## src/rtl/fetch_pc_unit_pkg.sv

```systemverilog
// Shared definitions for the fetch PC unit: FSM states, NOP word and reset PC.
package fetch_pc_unit_pkg;

  localparam int unsigned XLEN = 32;

  localparam logic [XLEN-1:0] NOP_INSTR        = 32'h0000_0013;
  localparam logic [XLEN-1:0] DEFAULT_RESET_PC = 32'h0000_0000;

  typedef enum logic [1:0] {
    ST_REQ   = 2'd0,
    ST_HOLD  = 2'd1,
    ST_FAULT = 2'd2
  } fetch_state_e;

endpackage

```

## src/rtl/fetch_pc_unit_pc_plus4_adder.sv

```systemverilog
// Sequential-PC adder: PC + 4, wrapping modulo 2^32.
module pc_plus4_adder
  import fetch_pc_unit_pkg::*;
(
  input  logic [XLEN-1:0] pc,
  output logic [XLEN-1:0] pc_plus4
);

  assign pc_plus4 = pc + XLEN'(4);

endmodule

```

## src/rtl/fetch_pc_unit.sv

```systemverilog
// Instruction fetch PC unit: one outstanding imem read, holds the fetched word
// until decode accepts it, and handles redirects including misaligned targets.
module fetch_pc_unit
  import fetch_pc_unit_pkg::*;
#(
  parameter logic [XLEN-1:0] RESET_PC = DEFAULT_RESET_PC
) (
  input  logic            clk,
  input  logic            rst,
  input  logic [XLEN-1:0] PCTarget,
  input  logic            PCSrc,
  output logic            imem_req,
  output logic [XLEN-1:0] imem_addr,
  input  logic            imem_ack,
  input  logic [XLEN-1:0] imem_rdata,
  output logic            instr_valid,
  input  logic            instr_ready,
  output logic [XLEN-1:0] Instr,
  output logic [XLEN-1:0] PC,
  output logic [XLEN-1:0] PCPlus4,
  output logic            misalign_fault
);

  fetch_state_e    state, state_n;
  logic [XLEN-1:0] pc_q, pc_n;
  logic [XLEN-1:0] instr_q, instr_n;
  logic [XLEN-1:0] pc_plus4;
  logic            redirect_ok, redirect_bad;

  pc_plus4_adder u_pc_plus4_adder (
    .pc       (pc_q),
    .pc_plus4 (pc_plus4)
  );

  assign redirect_ok  = PCSrc && (PCTarget[1:0] == 2'b00);
  assign redirect_bad = PCSrc && (PCTarget[1:0] != 2'b00);

  always_ff @(posedge clk) begin
    if (rst) begin
      state   <= ST_REQ;
      pc_q    <= RESET_PC;
      instr_q <= NOP_INSTR;
    end else begin
      state   <= state_n;
      pc_q    <= pc_n;
      instr_q <= instr_n;
    end
  end

  // Redirect outranks ack and transfer; a concurrent transfer still completes on the decode side.
  always_comb begin
    state_n = state;
    pc_n    = pc_q;
    instr_n = instr_q;
    if (redirect_ok) begin
      pc_n    = PCTarget;
      state_n = ST_REQ;
    end else if (redirect_bad) begin
      state_n = ST_FAULT;
    end else begin
      case (state)
        ST_REQ: begin
          if (imem_ack) begin
            instr_n = imem_rdata;
            state_n = ST_HOLD;
          end
        end
        ST_HOLD: begin
          if (instr_ready) begin
            pc_n    = pc_plus4;
            state_n = ST_REQ;
          end
        end
        ST_FAULT: ;
        default:  state_n = ST_REQ;
      endcase
    end
  end

  // Status decodes are masked while reset is held so nothing leaks before the first edge.
  assign imem_req       = (state == ST_REQ)   && !rst;
  assign instr_valid    = (state == ST_HOLD)  && !rst;
  assign misalign_fault = (state == ST_FAULT) && !rst;
  assign imem_addr      = pc_q;
  assign PC             = pc_q;
  assign PCPlus4        = pc_plus4;
  assign Instr          = instr_q;

endmodule

```

## config.mk

```make
export PLATFORM = sky130hd
export DESIGN_NAME = fetch_pc_unit
export DESIGN_NICKNAME = d
export VERILOG_FILES = /design/src/rtl/fetch_pc_unit_pkg.sv /design/src/rtl/fetch_pc_unit_pc_plus4_adder.sv /design/src/rtl/fetch_pc_unit.sv
export SDC_FILE = /design/constraint.sdc
export NUM_CORES = 1
export LEC_CHECK = 0
export ABC_AREA = 1
export BUFFER_PORTS_ARGS = -buffer_cell sky130_fd_sc_hd__buf_2
export CAP_MARGIN = 10
export CORE_MARGIN = 5
export CORE_UTILIZATION = 45
export DETAILED_ROUTE_END_ITERATION = 16
export PLACE_DENSITY = 0.83
export SLEW_MARGIN = 30
export SYNTH_ARGS = -nofsm -noshare
export SYNTH_HDL_FRONTEND = slang
export SYNTH_HIERARCHICAL = 1
export SYNTH_SLANG_ARGS = --single-unit
```

## constraint.sdc

```tcl
create_clock -name clk -period 2.11 [get_ports clk]
set_input_delay 0.3165 -clock clk [delete_from_list [all_inputs] [get_ports clk]]
set_output_delay 0.3165 -clock clk [all_outputs]
set_load 0.01 [all_outputs]
```

## After elaboration in Yosys (flattened, before gate mapping)

Index checks and enable logic that the tools add are counted.

- Equal/unequal tests: 8
- Add/subtract/negate cells: 1
- Bitwise operators: 3
- Reductions and logical operators: 17
- Multiplexer cells: 8

Operator list:

| kind | number |
|---|---|
| 32-bit two-way mux | 4 |
| 32-bit by 3-bit adder with 32-bit output (second input constant) | 1 |
| 3-bit AND reduction | 3 |
| 2-bit != test (second input constant) | 4 |
| 2-bit two-way mux | 3 |
| 3-bit != test (second input constant) | 2 |
| 2-bit one-hot mux with 3 select lines | 1 |
| 2-bit nonzero test | 3 |
| 1-bit logical AND | 5 |
| 2-bit logical NOT | 2 |
| 4-bit AND reduction | 1 |
| 1-bit NOT | 3 |
| 3-bit OR reduction | 1 |
| 2-bit by 1-bit equality test with 1-bit output (second input constant) | 1 |
| 2-bit equality test (second input constant) | 1 |
| 2-bit OR reduction | 1 |
| 1-bit logical NOT | 1 |

- Logic and storage cells: 41
- Input port bits: 69
- Output and inout bits: 131
- Register bits: 66

## Logic depth before layout (Yosys ltp)

Gate-level depths: netlist of run 1.

- Word-level depth: 5
- Gate-level depth with buffers: 12
- Mapped depth without buffers: 12

## Hierarchy

The synthesis of run 1 kept the hierarchy.

By module, submodules not included:

| module | cells an instance | sequential area each (µm²) | area an instance (µm²) | instances |
|---|---|---|---|---|
| fetch_pc_unit | 437 | 1321.3 | 3103.0 | 1 |
| pc_plus4_adder | 177 | 0.0 | 909.6 | 1 |

## Worst setup path after synthesis of run 1

Ideal clock, no wire load.

- Kind: register to register
- From: register pc_q[3] (netlist: PC[3])
- To: register pc_q[18] (netlist: PC[18])
- Arrival: 1.661 ns
- Library setup time: 0.074 ns
- Slack: 0.375 ns
- Clock period less this slack: 1.735 ns
- Data required time: 2.036 ns
- Buffers on the path: 0
- Cell stages (with the launch flop): 11
- Path through: dfxtp_1 > ha_1 > nand2_1 > nor2_2 > nand2_4 > nor2_4 > xor2_1 > nand2_1 > nand2_1 > nand2_1 > a21oi_1

- Word-level cells in the longest chain between the ends: 5

Ends and longest elaborated chain:

| element | line | RTL |
|---|---|---|
| from (decl) | fetch_pc_unit.sv:25 | `logic [XLEN-1:0] pc_q, pc_n;` |
| from (signal assigned) | fetch_pc_unit.sv:45 | `pc_q <= pc_n;` |
| 32-bit by 3-bit adder with 32-bit output | fetch_pc_unit_pc_plus4_adder.sv:9 | `assign pc_plus4 = pc + XLEN'(4);` |
| named net PCPlus4[18] | fetch_pc_unit.sv:20 | `output logic [XLEN-1:0] PCPlus4,` |
| 32-bit two-way mux | fetch_pc_unit.sv:69 | `if (instr_ready) begin` |
| 32-bit two-way mux | fetch_pc_unit.sv:61 | `case (state)` |
| 32-bit two-way mux | fetch_pc_unit.sv:58 | `end else if (redirect_bad) begin` |
| 32-bit two-way mux | fetch_pc_unit.sv:55 | `if (redirect_ok) begin` |

The timed path passes the listed nets, and every way through them passes these cells. The select of a mux whose other input is x is not followed.
A chain may end at the register's enable or synchronous reset.

## Worst setup path after layout of run 1

- From: register pc_q[12] (netlist: PC[12])
- To: output PCPlus4[24]

- Word-level cells in the longest chain between the ends: 1

Ends and longest elaborated chain:

| element | line |
|---|---|
| 32-bit by 3-bit adder with 32-bit output | fetch_pc_unit_pc_plus4_adder.sv:9 |
| to (decl) | fetch_pc_unit.sv:20 |

No other way between the ends.

==> impl_metrics.tcl, run 1 <==
set metrics [dict create \
    hold_viol 0 \
    drtIter0Drc 187 \
    drv_slew 0 \
    grt_pass1_vias 4103 \
    grt_pass1_wl_mm 19.8 \
    path_max_fanout 6 \
    clkSinkCount 66 \
    stdcell_area_mm2 0.00517 \
    area_growth_pct 28.8 \
    synthAdderAreaFrac_pct 0.312 \
    nFillCells 859 \
    p_leak_uw 0.00261 \
    num_antenna_cells 0 \
    syn_avg_cell_area_um2 6.54 \
    multi_input_area_mm2 0.00226 \
    portBuffers 199 \
    grt_max_degree 33 \
    powerDensity_mw_per_mm2 573 \
    vias 4449 \
    critPathArrivalTime_ns 1.71 \
    peakVddDrop_v 0.000372 \
    grtUsageMet1_pct 27.1 \
    holdPathStages 3 \
    wirelength_mm 12.5 \
    start_util_pct 46.0 \
    drt-pass1-iter-count 5 \
    power_switching_share_pct 25.3 \
    synth_top_family_by_area "simple AND/OR/NAND/NOR gates" \
    seqPwrFrac_pct 44.3 \
    seqCellArea_mm2 0.00136 \
    drc_errors 0 \
    overflow 0 \
    slew_headroom_pct 59.8 \
    cp.required_ns 1.79 \
    synth.net_count 684 \
    grt_util_met3_pct 4.35 \
    vias_per_cell 5.04 \
    grt_usage_pct 21.6 \
    gp_congestion 0.912 \
    grt_use_met2_pct 36.5 \
    status "completed" \
    ys_types 28 \
    ant_nets 0 \
    synth_xor_area_share_pct 3.46 \
    placed_area_mm2 0.00480 \
    hold_class "in -> reg" \
    yosys_warnings 6 \
    dpl.hpwl_mm 9.32 \
    fin_crit_ns 2.02 \
    timing.final.crit_share_pct 95.9 \
    yosysSeqAreaShare_pct 32.9 \
    critPathKind "reg -> out" \
    root_buffer "clkbuf_8" \
    synth_seq_cells 66 \
    coreArea_mm2 0.00872 \
    tightest_slew_ns 0.600 \
    antenna_found_initial 0 \
    tritoncts "done" \
    max_freq_mhz 494 \
    worst-r2r-cell-count 9 \
    synth_area_mm2 0.00401 \
    setup_violations 0 \
    postCtsHoldBufs 0 \
    drive_gt1_share_pct 38.5 \
    synthCells 614 \
    die_w_um 104 \
    rrSetupSlack_ns 0.46 \
    synth-simple-area-share_pct 41.4 \
    clock_latency_ns 0.34 \
    fin_nets 839 \
    r2r-start "PC[12]" \
    drt-wirelength-per-cell_um 14.2 \
    die_area_mm2 0.0109 \
    rr_endpoint "PC[15]" \
    switching_power_uw 749 \
    power_frac_clock_pct 43.7 \
    min_to "Instr[0]" \
    max-clock-path-buffers 2 \
    die_y_um 104 \
    synth_compound_area_share_pct 8.98 \
    setup_ws_ns 0.0873 \
    max_cap_violations 0 \
    place_ws_ns 0.236 \
    startpoint_type "register" \
    clk_pin_slew_worst_paths_ns 0.08 \
    cp-end-kind "primary output" \
    p_int_uw 2210 \
    cts_buffers 9 \
    muxShareOfSynthArea_pct 0 \
    row_count 34 \
    io_pins 200 \
    fin_tns_setup_ns 0 \
    gr-max-usage-layer "met2" \
    min_from "imem_rdata[0]" \
    skew_ns 0.0104 \
    htree_levels 3 \
    combPwrFrac_pct 11.9 \
]
==> per-layer routing <==
layer	vias up	wire length (um)
met2	177	6120
met4	0	257
met3	21	877
met1	2019	5240
li1	2232	-
met5	-	0
==> power groups by stage <==
stage / combinational [uW] / sequential [uW] / clock (uW)
after global placement: 350 / 1340 / 0
after global routing: 393 / 1320 / 1370
after floorplan: 190 / 1360 / 0
after CTS: 355 / 1310 / 1330
final: 353 / 1310 / 1290
after detailed placement: 353 / 1340 / 0
==> Yosys cell counts <==
master / n / area, um^2
ha_1: 1 / 12.5
nand2_4: 3 / 33.8
a21oi_2: 10 / 87.6
xnor2_1: 5 / 43.8
inv_2: 2 / 7.51
nand2_1: 237 / 890
nand3b_2: 1 / 11.3
nor2_4: 6 / 67.6
dfxtp_1: 66 / 1320
and2_1: 2 / 12.5
xor2_1: 9 / 78.8
nor3_1: 2 / 10.0
inv_1: 24 / 90.1
buf_4: 37 / 278
nor2_8: 2 / 40.0
nand3b_1: 7 / 52.6
buf_2: 15 / 75.1
nor2_1: 37 / 139
nand2_2: 3 / 18.8
o21ai_0: 2 / 10.0
a211oi_1: 1 / 7.51
xor2_2: 1 / 16.3
buf_1: 1 / 3.75
clkbuf_1: 11 / 41.3
nor2_2: 5 / 31.3
nand3_1: 71 / 355
buf_6: 2 / 22.5
a21oi_1: 51 / 255
==> worst max-delay path by stage <==
stage,startpoint,endpoint,depth (start not counted)
after floorplan,PC[3],PC[18],10
after global placement,PC[3],PCPlus4[16],7
after detailed placement,PC[3],PCPlus4[16],7
after CTS,PC[3],PCPlus4[16],7
after global routing,PC[14],PCPlus4[26],8
final,PC[12],PCPlus4[24],7
==> worst max-delay path: stages (launching register included) <==
cell	delay (ns)
dfxtp_2	0.40
nand2_1	0.10
nor2_1	0.21
nand2_1	0.13
nor2_4	0.18
nand3b_1	0.11
nand2_2	0.10
buf_2	0.13
==> kinds of logic (layout without fill, tap and decap cells) <==
| logic type | Yosys count | in the layout |
|---|---|---|
| buf+inv | 92 | 252 |
| fa+ha+maj | 1 | 1 |
| simple gates | 376 | 376 |
| compound gates | 64 | 64 |
| flops | 66 | 66 |
| xor+xnor | 15 | 15 |
==> layout by cell type, fill, tap and decap left out, drive strengths merged <==
cell type	instances
a211oi	1
a21oi	61
and2	2
buf	210
bufinv	3
clkbuf	10
clkinvlp	2
dfxtp	66
ha	1
inv	27
nand2	243
nand3	71
nand3b	8
nor2	50
nor3	2
o21ai	2
xnor2	5
xor2	10
==> per-stage QoR <==
stage	hold slack, ns	utilization, %	total power [uW]	std cells
floorplan	0.430	-	1550	614
detailed placement	0.453	55.1	1700	865
CTS	0.168	58.1	2990	881
global route	0.186	59.3	3080	882
finish	0.180	59.3	2960	882
global placement	0.450	55.1	1690	865
==> timing repair <==
action | CTS | global route
endpoints found under the hold margin | 0 | 0
endpoints found under the setup margin | 10 | 22
pin swaps | 0 | 5
gates resized for setup | 6 | 40
setup buffers | 0 | 1
==> flip-flops by register name (all words and copies together), names as in the netlist <==
register / flops
Instr: 32
PC: 32
state: 2
==> cell type report <==
cell class	instances	share of cell area [%]
Multi-Input combinational cell	456	43.7
Sequential cell	66	26.2
Timing Repair Buffer	210	20.9
Tap cell	108	2.62
Clock buffer	10	2.47
Clock inverter	6	2.20
Inverter	26	1.89
No activity file was read; power rests on OpenSTA's default activity.
==> run 2, diff against run 1 <==
--- a/config.mk
+++ b/config.mk
@@ -9,9 +9,9 @@
 export BUFFER_PORTS_ARGS = -buffer_cell sky130_fd_sc_hd__buf_2
 export CAP_MARGIN = 10
 export CORE_MARGIN = 5
-export CORE_UTILIZATION = 45
+export CORE_UTILIZATION = 42
 export DETAILED_ROUTE_END_ITERATION = 16
-export PLACE_DENSITY = 0.83
+export PLACE_DENSITY = 0.81
 export SLEW_MARGIN = 30
 export SYNTH_ARGS = -nofsm -noshare
 export SYNTH_HDL_FRONTEND = slang
==> constraint.sdc (replaced) <==
create_clock -name clk -period 1.73 [get_ports clk]
set_input_delay 0.2595 -clock clk [delete_from_list [all_inputs] [get_ports clk]]
set_output_delay 0.2595 -clock clk [all_outputs]
set_load 0.01 [all_outputs]
==> impl_metrics.tcl, run 2 (synthesis gave the netlist of run 1 again) <==
set metrics [dict create \
    status "complete, but fails checks" \
    violations "setup timing" \
    max_cap_violations 0 \
    dpl.hpwl_mm 9.51 \
    row_count 35 \
    grt_usage_pct 21.5 \
    cp_num_buf_inv 1 \
    setup_violations 27 \
    clk_pin_slew_worst_paths_ns 0.07 \
    vias 4517 \
    layout_commonest_cell "nand2_1" \
    tritoncts "done" \
    wirelength_mm 12.8 \
    cp-end-kind "primary output" \
    slew_headroom_pct 76.8 \
    slowest_delay_ns 0.40 \
    cts_buffers 9 \
    cp.required_ns 1.47 \
    startpoint_type "register" \
    area_growth_pct 38.0 \
    rsz0062_at_grt "yes" \
    skew_ns 0.00735 \
    postCtsHoldBufs 0 \
    root_buffer "clkbuf_8" \
    grt_pass1_wl_mm 20.3 \
    r2r-start "PC[2]" \
    min_to "Instr[0]" \
    grt_max_degree 46 \
    setup_ws_ns -0.251 \
    max-clock-path-buffers 2 \
    mostFrequentLayoutCells "nand2_1 (227), buf_2 (198), nand3_1 (71)" \
    drv_slew 0 \
    io_pins 200 \
    die_y_um 108 \
    clkSinkCount 66 \
    drt-wirelength-per-cell_um 13.7 \
    antenna_found_initial 0 \
    worst-r2r-cell-count 14 \
    drive_gt1_share_pct 42.3 \
    portBuffers 199 \
    cp_slowest_cell "dfxtp_4" \
    path_max_fanout 4 \
    critPathKind "reg -> out" \
    gp_congestion 0.891 \
    drt-pass1-iter-count 5 \
    hold_ws_ns 0.123 \
    ant_nets 0 \
    fin_nets 875 \
    htree_levels 3 \
    overflow 0 \
    start_util_pct 43.2 \
    p_leak_uw 0.00284 \
    critPathArrivalTime_ns 1.72 \
    rr_endpoint "PC[15]" \
    powerDensity_mw_per_mm2 604 \
    holdPathStages 3 \
    vias_per_cell 4.82 \
    hold_class "in -> reg" \
    fin_crit_ns 1.98 \
    hold_viol 0 \
    max_freq_mhz 505 \
    stdcell_area_mm2 0.00554 \
    min_from "imem_rdata[0]" \
    die_area_mm2 0.0116 \
    cp-startpoint "PC[10]" \
    final_util_pct 59.6 \
    drtIter0Drc 373 \
    crit_top_cell "nand2_1" \
    rrSetupSlack_ns -0.18 \
    grt_pass1_vias 4205 \
    num_antenna_cells 0 \
    die_w_um 108 \
    placed_area_mm2 0.00507 \
    timing.final.crit_share_pct 115 \
    tightest_slew_ns 0.348 \
    cpLargestDelayFamily "simple AND/OR/NAND/NOR gates" \
    drc_errors 0 \
    coreArea_mm2 0.00928 \
    cp_cell_sequence "nand2_2, nor2_1, nand2_1, nor2_4, nand2_1, nand2_1, nand2_1, buf_2" \
    peakVddDrop_v 0.000343 \
    clock_latency_ns 0.33 \
]
[run 2: changes by cell type in the layout (fill, tap and decap cells not counted), moves of 3 or more]
cell	delta
buf_4	+33
dfxtp_1	+9
dfxtp_2	-9
nand2_1	-5
nand2_2	+4
nor2_1	-4
buf_12	+3
nor2_4	+3
xnor2_1	-3
[run 2: layer usage]
| metal | global-route usage [%] | share of wire (%) | up-vias |
|---|---|---|---|
| li1 | - | - | 2287 |
| met1 | 27.6 | 42 | 2022 |
| met2 | 35.5 | 49 | 193 |
| met3 | 5.16 | 7.7 | 15 |
| met4 | 6.94 | 1.5 | 0 |
| met5 | 0 | 0 | - |
[run 2: per-stage QoR]
stage | worst slack, ns | cells | total power (uW) | TNS [ns]
2_1_floorplan | 0.00399 | 614 | 1890 | 0
3_3_place_gp | 0.0793 | 912 | 2090 | 0
3_5_place_dp | 0.0566 | 912 | 2090 | 0
4_1_cts | -0.238 | 936 | 3390 | -4.93
5_1_grt | -0.385 | 938 | 3490 | -7.86
6_report | -0.251 | 938 | 3340 | -4.84
[run 2: worst register-to-register path: cells and delay by family (launching register included)]
| family | cells | cell delay, ns |
|---|---|---|
| AO/OA/AOI/OAI | 1 | 0.05 |
| XOR/XNOR | 1 | 0.11 |
| buffers and inverters | 6 | 0.71 |
| flip-flops | 1 | 0.34 |
| AND/OR/NAND/NOR | 6 | 0.57 |
[run 2: layout make-up]
class / count / area (um^2)
Timing Repair Buffer: 246 / 1390
Sequential cell: 66 / 1350
Fill cell: 898 / 3750
Multi-Input combinational cell: 456 / 2350
Tap cell: 129 / 161
Clock buffer: 10 / 138
Clock inverter: 5 / 55.1
Inverter: 26 / 97.6
[run 2: repair_timing]
| action | 4_1_cts | 5_1_grt |
|---|---|---|
| resized for setup | 30 | 28 |
| pin swaps | 11 | 4 |
| setup endpoints to repair | 27 | 32 |
| buffers inserted | 9 | 2 |
[run 2: worst max-delay path by stage]
stage	slack [ns]	depth (start not counted)	to
floorplan	0.004	10	PC[16]
global placement	0.08	7	PCPlus4[16]
finish	-0.25	8	PCPlus4[24]
detailed placement	0.06	7	PCPlus4[16]
CTS	-0.24	6	PCPlus4[11]
global route	-0.38	8	PCPlus4[28]
[run 2: where the power goes]
group | switching [uW] | internal [uW]
logic | 272 | 195
registers | 32.7 | 1560
clock network | 589 | 692
==> run 3, diff against run 2 <==
--- a/config.mk
+++ b/config.mk
@@ -9,9 +9,9 @@
 export BUFFER_PORTS_ARGS = -buffer_cell sky130_fd_sc_hd__buf_2
 export CAP_MARGIN = 10
 export CORE_MARGIN = 5
-export CORE_UTILIZATION = 42
+export CORE_UTILIZATION = 45
 export DETAILED_ROUTE_END_ITERATION = 16
-export PLACE_DENSITY = 0.81
+export PLACE_DENSITY = 0.83
 export SLEW_MARGIN = 30
 export SYNTH_ARGS = -nofsm -noshare
 export SYNTH_HDL_FRONTEND = slang
==> constraint.sdc (replaced) <==
create_clock -name clk -period 2.1 [get_ports clk]
set_input_delay 0.315 -clock clk [delete_from_list [all_inputs] [get_ports clk]]
set_output_delay 0.315 -clock clk [all_outputs]
set_load 0.01 [all_outputs]
==> impl_metrics.tcl, run 3 (synthesis gave the netlist of run 1 again) <==
set metrics [dict create \
    status "completed" \
    wirelength_mm 12.4 \
    grt_pass1_vias 3954 \
    drc_errors 0 \
    clkSinkCount 66 \
    place_ws_ns 0.217 \
    vias_per_cell 4.91 \
    cts_buffers 9 \
    critPathKind "reg -> out" \
    hold_viol 0 \
    drt-pass1-iter-count 6 \
    stdcell_area_mm2 0.00525 \
    fin_nets 840 \
    io_pins 200 \
    holdPathStages 3 \
    num_antenna_cells 0 \
    antenna_found_initial 0 \
    layout_commonest_cell "nand2_1" \
    drv_slew 0 \
    p_leak_uw 0.00265 \
    final_util_pct 60.2 \
    tritoncts "done" \
    clock_latency_ns 0.34 \
    startpoint_type "register" \
    grt_usage_pct 21.2 \
    dpl.hpwl_mm 9.06 \
    hold_class "in -> reg" \
    portBuffers 199 \
    vias 4336 \
    skew_ns 0.0123 \
    die_w_um 104 \
    timing.final.crit_share_pct 96.8 \
    drt-wirelength-per-cell_um 14.0 \
    max_freq_mhz 492 \
    setup_violations 0 \
    critPathArrivalTime_ns 1.72 \
    min_to "Instr[4]" \
    rrSetupSlack_ns 0.48 \
    htree_levels 3 \
    path_max_fanout 5 \
    max_cap_violations 0 \
    powerDensity_mw_per_mm2 590 \
    coreArea_mm2 0.00872 \
    die_area_mm2 0.0109 \
    grt_max_degree 44 \
    rsz0062_at_grt "yes" \
    tightest_slew_ns 0.585 \
    drive_gt1_share_pct 39.6 \
    grt_pass1_wl_mm 19.4 \
    ant_nets 0 \
    cp-end-kind "primary output" \
    peakVddDrop_v 0.000405 \
    slew_headroom_pct 60.9 \
    min_from "imem_rdata[4]" \
    drtIter0Drc 175 \
    worst-r2r-cell-count 10 \
    fin_tns_setup_ns 0 \
    max-clock-path-buffers 2 \
    area_growth_pct 30.9 \
    start_util_pct 46.0 \
    mostFrequentLayoutCells "nand2_1 (230), buf_2 (197), nand3_1 (71)" \
    fin_crit_ns 2.03 \
    placed_area_mm2 0.00480 \
    overflow 0 \
    root_buffer "clkbuf_8" \
    row_count 34 \
    cp.required_ns 1.78 \
    gp_congestion 0.896 \
    clk_pin_slew_worst_paths_ns 0.07 \
    setup_ws_ns 0.0669 \
    r2r-start "PC[2]" \
    rr_endpoint "PC[18]" \
    die_y_um 104 \
]
==> run 3: changes by cell type in the layout (fill, tap and decap cells not counted), sizes merged <==
cell and change:
bufinv +3, buf -35, clkinv -1, clkinvlp -1
==> run 3: power by group <==
| group | internal (uW) | switching, uW |
|---|---|---|
| Clock | 916 | 511 |
| Sequential | 1280 | 31.9 |
| Combinational | 145 | 213 |
| Total | 2350 | 756 |
==> run 3: area by class of cell <==
class,instances,area [um^2]
Clock buffer,10,128
Clock inverter,6,138
Multi-Input combinational cell,456,2280
Fill cell,829,3470
Sequential cell,66,1370
Timing Repair Buffer,211,1100
Tap cell,108,135
Inverter,26,101
==> run 3: worst max-delay path by stage <==
stage | startpoint | to | slack, ns | depth (start not counted)
after floorplan | PC[3] | PC[18] | 0.37 | 10
after global placement | PC[3] | PCPlus4[16] | 0.28 | 7
after detailed placement | PC[3] | PCPlus4[16] | 0.22 | 7
after CTS | PC[20] | PCPlus4[29] | 0.0002 | 7
after global routing | PC[2] | PCPlus4[30] | -0.04 | 9
final | PC[2] | PCPlus4[30] | 0.07 | 9
==> run 3: stage by stage <==
step	total power [uW]	cells	hold slack, ns
3_3_place_gp	1700	864	0.449
6_report	3100	883	0.180
3_5_place_dp	1700	864	0.452
4_1_cts	3140	880	0.165
2_1_floorplan	1550	614	0.428
5_1_grt	3230	883	0.184
==> run 3: repair_timing <==
action	in CTS	in global routing
resized for setup	15	46
setup endpoints to repair	12	22
hold buffers	0	0
buffers inserted	0	3
pin swaps	2	6
endpoints found under the hold margin	0	0
==> run 3: worst max-delay path, cell delays in order, from the launching register on <==
cell and delay (ns):
dfxtp_4 0.39, ha_4 0.17, nand2_4 0.06, nor2_4 0.11
nand2_4 0.12, nor2_4 0.17, nand2_1 0.08, nand2_1 0.09
nand2_2 0.08, buf_6 0.13
==> run 3: per-layer routing <==
| metal | GRT usage [%] | up-vias | wire length [um] |
|---|---|---|---|
| met5 | 0 | - | 0 |
| met1 | 28.2 | 1912 | 5240 |
| li1 | - | 2220 | - |
| met3 | 3.54 | 24 | 851 |
| met4 | 8.60 | 0 | 290 |
| met2 | 34.0 | 180 | 6020 |
